## src/rtl/l1_l2_request_arbiter_pkg.sv

```systemverilog
// Shared L2 command encodings, default widths and FIFO entry layout for the
// L1-to-L2 request path.
package l2_if_pkg;

  localparam int L2_ADDR_W_DEF = 26;
  localparam int L2_CMD_W_DEF  = 2;
  localparam int L2_NUM_CH_DEF = 2;

  typedef enum logic [L2_CMD_W_DEF-1:0] {
    L2_READ      = 2'd0,
    L2_WRITE     = 2'd1,
    L2_RFO       = 2'd2,
    L2_WRITEBACK = 2'd3
  } l2_cmd_e;

  // Width of a channel index; never narrower than one bit.
  function automatic int src_width(input int n);
    return (n > 1) ? $clog2(n) : 1;
  endfunction

  localparam int L2_SRC_W_DEF = src_width(L2_NUM_CH_DEF);

  typedef struct packed {
    logic [L2_CMD_W_DEF-1:0]  cmd;
    logic [L2_ADDR_W_DEF-1:0] addr;
    logic [L2_SRC_W_DEF-1:0]  src;
  } l2_entry_t;

endpackage

```

## src/rtl/l1_l2_request_arbiter_rr_arbiter.sv

```systemverilog
// Round-robin arbiter: grants the first requester at or after i_ptr (mod NUM_CH)
// when enabled, returning both a one-hot grant and its encoded index.
module rr_arbiter #(
  parameter int NUM_CH = 2,
  parameter int IDX_W  = 1
) (
  input  logic [NUM_CH-1:0] i_req,
  input  logic              i_en,
  input  logic [IDX_W-1:0]  i_ptr,
  output logic [NUM_CH-1:0] o_grant,
  output logic [IDX_W-1:0]  o_idx
);

  int               w_sum;
  logic [IDX_W-1:0] w_ch;
  logic             w_found;

  always_comb begin
    o_grant = '0;
    o_idx   = '0;
    w_found = 1'b0;
    w_sum   = 0;
    w_ch    = '0;
    for (int k = 0; k < NUM_CH; k++) begin
      w_sum = (int'(i_ptr) + k) % NUM_CH;
      w_ch  = IDX_W'(w_sum);
      if (i_en && !w_found && i_req[w_ch]) begin
        o_grant[w_ch] = 1'b1;
        o_idx         = w_ch;
        w_found       = 1'b1;
      end
    end
  end

endmodule

```

## src/rtl/l1_l2_request_arbiter.sv

```systemverilog
// N-channel L1 request arbiter feeding a DEPTH-entry FIFO that drains to the
// single L2 command port; also counts requests forwarded to L2.
module l1_l2_request_arbiter
  import l2_if_pkg::*;
#(
  parameter int NUM_CH = L2_NUM_CH_DEF,
  parameter int ADDR_W = L2_ADDR_W_DEF,
  parameter int CMD_W  = L2_CMD_W_DEF,
  parameter int DEPTH  = 4
) (
  input  logic                          Clock,
  input  logic                          clear,
  input  logic [NUM_CH-1:0]             req_valid,
  input  logic [NUM_CH*CMD_W-1:0]       req_cmd,
  input  logic [NUM_CH*ADDR_W-1:0]      req_addr,
  output logic [NUM_CH-1:0]             req_ready,
  output logic                          l2_valid,
  input  logic                          l2_ready,
  output logic [CMD_W-1:0]              command_to_L2,
  output logic [ADDR_W-1:0]             addr_to_L2,
  output logic [src_width(NUM_CH)-1:0]  l2_src,
  output logic [31:0]                   fwd_count,
  output logic [$clog2(DEPTH):0]        occupancy
);

  localparam int SRC_W = src_width(NUM_CH);
  localparam int PTR_W = $clog2(DEPTH);
  localparam int CNT_W = PTR_W + 1;

  typedef struct packed {
    logic [CMD_W-1:0]  cmd;
    logic [ADDR_W-1:0] addr;
    logic [SRC_W-1:0]  src;
  } entry_t;

  logic [CMD_W-1:0]  w_cmd  [NUM_CH];
  logic [ADDR_W-1:0] w_addr [NUM_CH];

  generate
    for (genvar gi = 0; gi < NUM_CH; gi++) begin : g_unpack
      assign w_cmd[gi]  = req_cmd[gi*CMD_W +: CMD_W];
      assign w_addr[gi] = req_addr[gi*ADDR_W +: ADDR_W];
    end
  endgenerate

  entry_t            r_mem [DEPTH];
  entry_t            r_head_entry;
  logic [PTR_W-1:0]  r_head_ptr;
  logic [PTR_W-1:0]  r_tail_ptr;
  logic [CNT_W-1:0]  r_count;
  logic [SRC_W-1:0]  r_rr_ptr;
  logic [31:0]       r_fwd_count;

  logic              w_pop;
  logic              w_accept;
  logic              w_push;
  logic [NUM_CH-1:0] w_grant;
  logic [SRC_W-1:0]  w_idx;
  entry_t            w_new;
  logic [PTR_W-1:0]  w_head_nxt_ptr;

  assign w_pop    = (r_count != '0) && l2_ready;
  // A full FIFO still accepts when its head leaves in the same cycle.
  assign w_accept = !clear && ((r_count < CNT_W'(DEPTH)) || w_pop);

  rr_arbiter #(
    .NUM_CH (NUM_CH),
    .IDX_W  (SRC_W)
  ) u_rr_arbiter (
    .i_req   (req_valid),
    .i_en    (w_accept),
    .i_ptr   (r_rr_ptr),
    .o_grant (w_grant),
    .o_idx   (w_idx)
  );

  assign w_push         = |w_grant;
  assign w_new          = '{cmd: w_cmd[w_idx], addr: w_addr[w_idx], src: w_idx};
  assign w_head_nxt_ptr = r_head_ptr + PTR_W'(1);

  always_ff @(posedge Clock) begin
    if (w_push) begin
      r_mem[r_tail_ptr] <= w_new;
    end
  end

  always_ff @(posedge Clock) begin
    if (clear) begin
      r_head_ptr   <= '0;
      r_tail_ptr   <= '0;
      r_count      <= '0;
      r_rr_ptr     <= '0;
      r_fwd_count  <= '0;
      r_head_entry <= '0;
    end else begin
      if (w_push) begin
        r_tail_ptr <= r_tail_ptr + PTR_W'(1);
        r_rr_ptr   <= (w_idx == SRC_W'(NUM_CH - 1)) ? '0 : w_idx + SRC_W'(1);
      end
      if (w_pop) begin
        r_head_ptr  <= w_head_nxt_ptr;
        r_fwd_count <= r_fwd_count + 32'd1;
      end
      case ({w_push, w_pop})
        2'b10:   r_count <= r_count + CNT_W'(1);
        2'b01:   r_count <= r_count - CNT_W'(1);
        default: r_count <= r_count;
      endcase
      // Head register: the incoming entry bypasses storage when it becomes head.
      if (w_push && ((r_count == '0) || ((r_count == CNT_W'(1)) && w_pop))) begin
        r_head_entry <= w_new;
      end else if (w_pop) begin
        r_head_entry <= r_mem[w_head_nxt_ptr];
      end
    end
  end

  assign req_ready     = w_grant;
  assign l2_valid      = (r_count != '0);
  assign command_to_L2 = r_head_entry.cmd;
  assign addr_to_L2    = r_head_entry.addr;
  assign l2_src        = r_head_entry.src;
  assign fwd_count     = r_fwd_count;
  assign occupancy     = r_count;

endmodule

```

## config.mk

```make
export PLATFORM = sky130hd
export DESIGN_NAME = l1_l2_request_arbiter
export DESIGN_NICKNAME = d
export VERILOG_FILES = /design/src/rtl/l1_l2_request_arbiter_pkg.sv /design/src/rtl/l1_l2_request_arbiter_rr_arbiter.sv /design/src/rtl/l1_l2_request_arbiter.sv
export SDC_FILE = /design/constraint.sdc
export NUM_CORES = 1
export LEC_CHECK = 0
export CELL_PAD_IN_SITES_DETAIL_PLACEMENT = 1
export CELL_PAD_IN_SITES_GLOBAL_PLACEMENT = 1
export CORE_MARGIN = 2
export CORE_UTILIZATION = 36
export CTS_BUF_LIST = sky130_fd_sc_hd__clkbuf_16
export CTS_CLUSTER_SIZE = 20
export DETAILED_ROUTE_END_ITERATION = 8
export HOLD_SLACK_MARGIN = 0.06
export PLACE_DENSITY_LB_ADDON = 0.08
export SLEW_MARGIN = 10
export SYNTH_ARGS = -nofsm -noshare
export SYNTH_HDL_FRONTEND = slang
export SYNTH_HIERARCHICAL = 1
export SYNTH_SLANG_ARGS = --single-unit
```

## constraint.sdc

```tcl
create_clock -name Clock -period 8 [get_ports Clock]
set_input_delay 2 -clock Clock [delete_from_list [all_inputs] [get_ports Clock]]
set_output_delay 2 -clock Clock [all_outputs]
set_load 0.1 [all_outputs]
```

Word-level counts from Yosys, hierarchy flattened
Memories as Yosys holds them, arrays and structs flattened.
Index checks and enable logic that the tools add are counted.
- register bits after elaboration: 69
- bits in latches: 0
- bits in writable memories: 116
- bits in read-only memories: 0
- input port bits: 61
- output and inout port bits: 67
- logic and storage cells: 70
- memories kept: 1
- memory list (memory ; depth ; bits a word ; read ports ; clocked after memory_dff ; write ports ; RTL line ; text):
    r_mem ; 4 ; 29 ; 1 ; 0 ; 1 ; l1_l2_request_arbiter.sv:46 ; entry_t r_mem [DEPTH];
- $add $sub $neg: 7
- multiply operators: 0
- divide/modulo/power cells: 0
- order comparisons: 6
- equal/unequal tests: 3
- shift operators: 0
- mux-type cells: 25
- bitwise gates (word level): 2
- reduce and logical (&&, ||, !) cells: 18
- operators with widths (operator ; count):
    $mux 26 ; 3
    $mux 29 ; 2
    $add 32x1->32 const B ; 1
    $mux 1 ; 12
    $mux 2 ; 5
    $logic_and 1x1->1 ; 9
    $pmux 3 s2 ; 1
    $add 2x1->2 const B ; 2
    $lt 1x2->1 const B ; 2
    $reduce_bool 2->1 ; 2
    $add 3x1->3 const B ; 1
    $eq 3x1->1 const B ; 1
    $logic_not 3->1 ; 1
    $lt 3x3->1 const B ; 1
    $reduce_bool 3->1 ; 1
    $sub 3x1->3 const B ; 1
    $add 1x1->1 const B ; 2
    $demux 1 s1 ; 2
    $eq 2x1->1 const B ; 1
    $eq 2x2->1 const B ; 1
    $ge 1x1->1 const B ; 2
    $ge 2x2->1 const B ; 1
    $logic_not 1->1 ; 2
    $logic_or 1x1->1 ; 2
    3 further kinds ; 3

Depth between registers and ports, before layout
Gate-level depths: netlist (run 1).
- word-level depth: 15
- mapped depth: 12
- gate-level depth less buffers: 10

Modules after synthesis
The synthesis (run 1) kept the hierarchy.
- modules (own cells, without submodules) (module ; instances ; cells each ; area each (um^2) ; sequential area each (um^2)):
    l1_l2_request_arbiter ; 1 ; 589 ; 7781.2 ; 4864.7
    rr_arbiter ; 1 ; 6 ; 26.3 ; 0.0

Worst setup path before layout (run 1)
No wires, ideal clock.
- path type: input port to flip-flop
- from: input clear
- to: memory r_mem[0][0] (netlist name) (enable)
- setup time: 0.418 ns
- arrival time: 5.928 ns
- path slack: 1.653 ns
- cell stages on the path: 8
- path buffers: 3
- cells stage by stage: clkbuf_1 > buf_1 > a21oi_1 > nand2_1 > a21oi_1 > nor2_1 > clkbuf_1 > nor2b_1
- cells in the longest elaborated chain, start to end: 11
- elaborated cells on any way between the ends: 13
- RTL lines (element ; RTL line ; text):
    from (decl) ; l1_l2_request_arbiter.sv:12 ; input logic clear,
    $logic_not 1->1 (*) ; l1_l2_request_arbiter.sv:64 ; assign w_accept = !clear && ((r_count < CNT_W'(DEPTH)) || w_pop);
    $logic_and 1x1->1 (*) ; l1_l2_request_arbiter.sv:64 ;
    net w_accept ; l1_l2_request_arbiter.sv:55 ; logic w_accept;
    $logic_and 1x1->1 ; l1_l2_request_arbiter_rr_arbiter.sv:27 ; if (i_en && !w_found && i_req[w_ch]) begin
    $mux 1 ; l1_l2_request_arbiter_rr_arbiter.sv:27 ;
    $logic_not 1->1 ; l1_l2_request_arbiter_rr_arbiter.sv:27 ;
    $logic_and 1x1->1 (2 in a row) ; l1_l2_request_arbiter_rr_arbiter.sv:27 ;
    $mux 2 (*) ; l1_l2_request_arbiter_rr_arbiter.sv:27 ;
    net req_ready[1] ; l1_l2_request_arbiter.sv:16 ; output logic [NUM_CH-1:0] req_ready,
    $reduce_or 2->1 (*) ; l1_l2_request_arbiter.sv:77 ; assign w_push = |w_grant;
    $mux 1 (*) ; l1_l2_request_arbiter.sv:82 ; if (w_push) begin
    $mux 1 (implied by the code) (*) ; l1_l2_request_arbiter.sv:83 ; r_mem[r_tail_ptr] <= w_new;
    to (decl) ; l1_l2_request_arbiter.sv:46 ;
The timed path passes the listed nets; every way through them passes the cells marked *.

Final worst setup path (run 1)
- from: input l2_ready
- to: output req_ready[1]
- cells in the longest elaborated chain, start to end: 9
- elaborated cells on any way between the ends: 11
- RTL lines (element ; RTL line ; text):
    from (decl) ; l1_l2_request_arbiter.sv:18 ; input logic l2_ready,
    $logic_and 1x1->1 (*) ; l1_l2_request_arbiter.sv:62 ; assign w_pop = (r_count != '0) && l2_ready;
    $logic_or 1x1->1 (*) ; l1_l2_request_arbiter.sv:64 ;
    $logic_and 1x1->1 (*) ; l1_l2_request_arbiter.sv:64 ;
    net w_accept ; l1_l2_request_arbiter.sv:55 ;
    $logic_and 1x1->1 ; l1_l2_request_arbiter_rr_arbiter.sv:27 ;
    $mux 1 ; l1_l2_request_arbiter_rr_arbiter.sv:27 ;
    $logic_not 1->1 ; l1_l2_request_arbiter_rr_arbiter.sv:27 ;
    $logic_and 1x1->1 (2 in a row) ; l1_l2_request_arbiter_rr_arbiter.sv:27 ;
    $mux 2 (*) ; l1_l2_request_arbiter_rr_arbiter.sv:27 ;
    to (decl) ; l1_l2_request_arbiter.sv:16 ;
Marks and branches as above.

==> out/qor.yml, run 1 <==
vdd_drop_max_uv: 212
cp_slowest_cell: "clkdlybuf4s50_1"
worstSetupPathType: "input port to output port"
p_leak_nw: 3.24
hp-class: "register to register"
grt_usage: 0.186
syn_avg_cell_area_um2: 13.1
period_needed_ns: 6.44
skew_ns: 0.0143
ant_nets: 0
tightest_slew_ns: 1.19
fin_setup_tns_ns: 0
drt-initial-drc-count: 268
post-cts-setup-buffer-count: 0
ys_warn_count: 6
die_h_um: 151
finalNetCount: 782
rsz0062_at_grt: "false"
routed_via_density: 5.38
synth_nets: 666
cts_resized: 0
max-slew-margin-rel: 0.204
fmax_mhz: 155
cts.clk_slew.worst_paths_ns: 0.08
synth-edff-count: 116
cts_num_sinks: 185
num_rows: 53
async_reset_ff_frac: 0
drv_cap: 0
cts_tree: "done"
grt_max_degree: 77
status: "finished, final reports clean"
synth_area_mm2: 0.00781
htree_levels: 4
dp_cells: 967
synth_cell_types: 32
drcViolationCount: 0
synth-seq-area-share: 0.623
post-route-cell-area_mm2: 0.0100
grt_pass1_wl_mm: 31.8
vias: 5373
grt-ovfl-total: 0
antenna_found_initial: 0
cts_max_path_buffers: 2
synth_seq_cells: 185
postPlaceCellArea_mm2: 0.00938
start_util: 0.369
synthFlopType: "edfxtp_1"
insertion_delay_ns: 0.43
first_pass_iters: 4
cp-end-kind: "output port"
cts_buffers: 17
die-area_mm2: 0.0229
synthCells: 595
slew_viol_final: 0
ctsHoldBuffers: 0
crit_arrival_ns: 4.44
stdcell_count: 999
die_w_um: 151
drt-total-wl_mm: 20.4
setup_viol: 0
avgRoutedWirePerCell_um: 20.4
gp_routability_congestion: 0.768
drive_gt1_frac: 0.159
pin_count: 128
port_buffers: 127
r2r_setup_slack_ns: 4.92
core_mm2: 0.0212
dpl.hpwl_mm: 12.3
worstPathRequired_ns: 6.00
syn2layout_area_growth_pct: 28.1
crit_chain: "clkdlybuf4s50_1 > inv_1 > a21oi_1 > nand2_1 > a21oi_1 > clkdlybuf4s50_1"
p_per_area_mw_per_mm2: 325
root_buffer: "clkbuf_16"
critPathLaunchType: "input port"
grt_pass1_vias: 5707
finalPower_mw: 3.25
hold_viol: 0
cp_slowest_stage_delay_ns: 1.18
cp_max_fo: 7
fin_crit_sh: 0.805
diodes: 0
synth_stat cells (6+ instances only):
master      n  share of area
mux4_2     29          0.084
nand4_1    11         0.0088
o31ai_1    12          0.012
inv_1       9         0.0043
edfxtp_1  116           0.45
nor2b_1    12         0.0096
dfxtp_1    69           0.18
or3_1       7         0.0056
nand3_1     8         0.0051
a21oi_1    53          0.034
mux2_2     35          0.050
ha_1       10          0.016
xnor2_1     6         0.0067
or4_1      13          0.012
xor2_1      8         0.0090
clkbuf_1   28          0.013
a211oi_1   30          0.029
nor2_1     53          0.025
nor4_1      9         0.0072
nand2_1    49          0.024
cells in the final DEF, fill, tap and decap left out, types with 8 or more instances in the layout:
cell	synthesis	routed
inv_1	9	9
edfxtp_1	116	116
mux2_2	35	35
nor2_1	53	53
clkdlybuf4s50_1	0	126
clkbuf_16	0	17
or4_1	13	13
xor2_1	8	8
o31ai_1	12	12
dfxtp_1	69	67
a211oi_1	30	30
nand2_1	49	49
nand4_1	11	11
mux4_2	29	29
nand3_1	8	8
ha_1	10	10
nor4_1	9	9
a21oi_1	53	52
nor2b_1	12	8
registers in the layout, summed over array words and instances (netlist names):
register and cells:
r_mem 116, fwd_count 32, r_head_ptr 2, occupancy 3, r_rr_ptr 1, r_tail_ptr 2, addr_to_L2 26, command_to_L2 2
l2_src 1
layout make-up:
cell class | instances | area (um^2)
well taps | 275 | 344
fillers | 2150 | 11200
inverters | 10 | 37.5
multi-input cells | 363 | 2810
clock buffers | 17 | 425
flip-flops and latches | 185 | 4870
repair buffers | 134 | 1320
clock inverters | 15 | 201
metal layers:
layer	GRT usage	vias up	wire length, um
met4	0.0430	0	104
li1	-	2480	-
met3	0.0395	9	763
met2	0.330	104	10600
met1	0.232	2780	8920
met5	0	-	0
where the power goes:
part / leakage (nW) / switching [mW] / internal [mW] / total, mW
Sequential: 1.62 / 0.0903 / 1.13 / 1.22
Clock: 0.306 / 0.408 / 0.481 / 0.889
Combinational: 1.31 / 0.823 / 0.321 / 1.14
worst paths after layout:
check / endpoint / from / depth (start not counted)
hold reg to reg: fwd_count[14] / fwd_count[14] / 2
hold / removal: fwd_count[14] / fwd_count[14] / 2
setup reg to reg: occupancy[2] / occupancy[1] / 10
setup / recovery: req_ready[1] / l2_ready / 6
critical path: cells and delay by family:
kind	cells	cell delay (ns)
simple gates	1	0.13
buf+inv	3	1.88
compound gates	2	0.43
kinds of logic (layout without fill, tap and decap cells):
group	Yosys count	in the layout	synth area share
AOI/OAI and AO/OA	100	100	0.0776
and+or+nand+nor	174	174	0.109
xor gates and xnor gates	14	14	0.0157
DFF	185	185	0.623
adders and majority gates	10	10	0.0160
buffers and inverters	47	176	0.0232
muxes	65	65	0.135
per-stage QoR:
step / utilization / worst slack, ns / hold WS, ns
floorplan: - / 1.65 / 0.465
global placement: 0.443 / 1.62 / 0.479
detailed placement: 0.443 / 1.56 / 0.491
CTS: 0.473 / 1.55 / 0.507
global route: 0.473 / 1.42 / 0.546
finish: 0.473 / 1.56 / 0.506
Power figures use the tool's default switching activity.
==> run 2: changes to the inputs <==
==> constraint.sdc (replaced) <==
create_clock -name Clock -period 5.5 [get_ports Clock]
set_input_delay 1.375 -clock Clock [delete_from_list [all_inputs] [get_ports Clock]]
set_output_delay 1.375 -clock Clock [all_outputs]
set_load 0.1 [all_outputs]
==> out/qor.yml, run 2 (same netlist as run 1, synthesis figures left out) <==
grt_pass1_wl_mm: 30.8  # -3.1%
vias: 5269  # -1.9%
cts_buffers: 17  # unchanged
finalPower_mw: 4.65  # +43%
drt-initial-drc-count: 187  # -30%
grt_usage: 0.179  # -0.00662
antenna_found_initial: 0  # unchanged
core_mm2: 0.0212  # unchanged
mostFrequentLayoutCells: "124 x clkdlybuf4s50_1, 116 x edfxtp_1, 67 x dfxtp_1"
largest_reg_flops: 116  # unchanged
status: "finished, final reports clean"
post-cts-setup-buffer-count: 0  # unchanged
critPathLaunchType: "input port"
fin_crit_sh: 0.776
path_buf_inv: 3  # unchanged
worstPathRequired_ns: 4.12  # -1.88 ns
cp_max_fo: 7  # unchanged
skew_ns: 0.00886  # -0.00542 ns
drive_gt1_frac: 0.161  # +0.00232
first_pass_iters: 4  # unchanged
pin_count: 128  # unchanged
cts_tree: "done"
port_buffers: 127  # unchanged
die_h_um: 151  # unchanged
drcViolationCount: 0  # unchanged
fin_setup_tns_ns: 0  # unchanged
setup_viol: 0  # unchanged
crit_chain: "clkdlybuf4s50_1 > inv_1 > a21oi_1 > nand2_1 > a21oi_2 > buf_4"
critPathTopFamily: "buffers and inverters"
root_buffer: "clkbuf_16"
hp-class: "register to register"
vdd_drop_max_uv: 255  # +21%
num_rows: 53  # unchanged
grt-ovfl-total: 0  # unchanged
cts_resized: 0  # unchanged
final_common_cell: "clkdlybuf4s50_1"
routed_via_density: 5.26  # -2.1%
cts_max_path_buffers: 2  # unchanged
top_register: "r_mem"
dpl.hpwl_mm: 12.5  # +0.97%
htree_levels: 4  # unchanged
max-slew-margin-rel: 0.246  # +0.0419
finalNetCount: 784  # +0.26%
slew_viol_final: 0  # unchanged
cts.clk_slew.worst_paths_ns: 0.07  # about the same
die-area_mm2: 0.0229  # unchanged
ant_nets: 0  # unchanged
gp_routability_congestion: 0.752  # -2.0%
diodes: 0  # unchanged
cts_num_sinks: 185  # unchanged
p_leak_nw: 3.22  # -0.51%
worstSetupPathType: "input port to output port"
cp_slowest_cell: "clkdlybuf4s50_1"
start_util: 0.369  # unchanged
period_needed_ns: 4.27
drv_cap: 0  # unchanged
hold_viol: 0  # unchanged
drt-total-wl_mm: 19.8  # -2.8%
rsz0062_at_grt: "false"
fmax_mhz: 234
ctsHoldBuffers: 0  # unchanged
die_w_um: 151  # unchanged
grt_pass1_vias: 5547  # -2.8%
tightest_slew_ns: 1.13  # -0.0609 ns
syn2layout_area_growth_pct: 27.8
cp_slowest_stage_delay_ns: 0.59  # -0.59 ns
grt_max_degree: 77  # unchanged
cp-end-kind: "output port"
insertion_delay_ns: 0.43  # about the same
avgRoutedWirePerCell_um: 19.8  # -3.0%
crit_arrival_ns: 2.89  # -1.55 ns
p_per_area_mw_per_mm2: 466  # +43%
[run 2: final cells by class]
type | instances | area [um^2]
clock inverter | 15 | 149
timing repair buffer | 136 | 1340
multi-input combinational | 363 | 2820
clock buffer | 17 | 425
tap | 275 | 344
sequential | 185 | 4870
inverter | 10 | 37.5
fill | 2135 | 11200
[run 2: routing by layer]
| metal | global-route usage | vias to the layer above | part of all wire |
|---|---|---|---|
| li1 | - | 2482 | - |
| met1 | 0.233 | 2668 | 0.46 |
| met2 | 0.306 | 102 | 0.50 |
| met3 | 0.0328 | 17 | 0.033 |
| met4 | 0.0514 | 0 | 0.010 |
| met5 | 0 | - | 0 |
[run 2: worst paths after layout]
| path | startpoint | slack, ns | end | cells after the start |
|---|---|---|---|---|
| worst max-delay path | l2_ready | 1.23 | req_ready[1] | 6 |
| worst min-delay path | r_tail_ptr[1] | 0.51 | r_tail_ptr[1] | 2 |
| worst max register to register | occupancy[1] | 1.93 | occupancy[2] | 10 |
| worst min register to register | r_tail_ptr[1] | 0.51 | r_tail_ptr[1] | 2 |
[run 2: metrics by stage]
step | hold WS, ns | setup WS [ns] | instance area [um^2] | util | cells
after global placement | 0.480 | 1.18 | 9410 | 0.445 | 969
final | 0.510 | 1.23 | 9980 | 0.472 | 1001
after global routing | 0.545 | 1.05 | 9980 | 0.472 | 1001
after floorplan | 0.465 | 0.468 | 7820 | - | 595
after CTS | 0.511 | 1.19 | 9980 | 0.472 | 1001
after detailed placement | 0.495 | 1.00 | 9410 | 0.445 | 969
[run 2: power by group]
part	leakage [nW]	internal, mW	total (mW)	switching (mW)
clock network	0.271	0.671	1.21	0.541
registers	1.62	1.64	1.78	0.143
logic	1.33	0.477	1.65	1.17
total	3.22	2.79	4.65	1.86
[run 2: worst min-delay path: cells and delay by family, from the launching register on]
kind             cells  cell delay [ns]
flip-flops           1             0.35
AND/OR/NAND/NOR      1             0.07
AO/OA/AOI/OAI        1             0.05
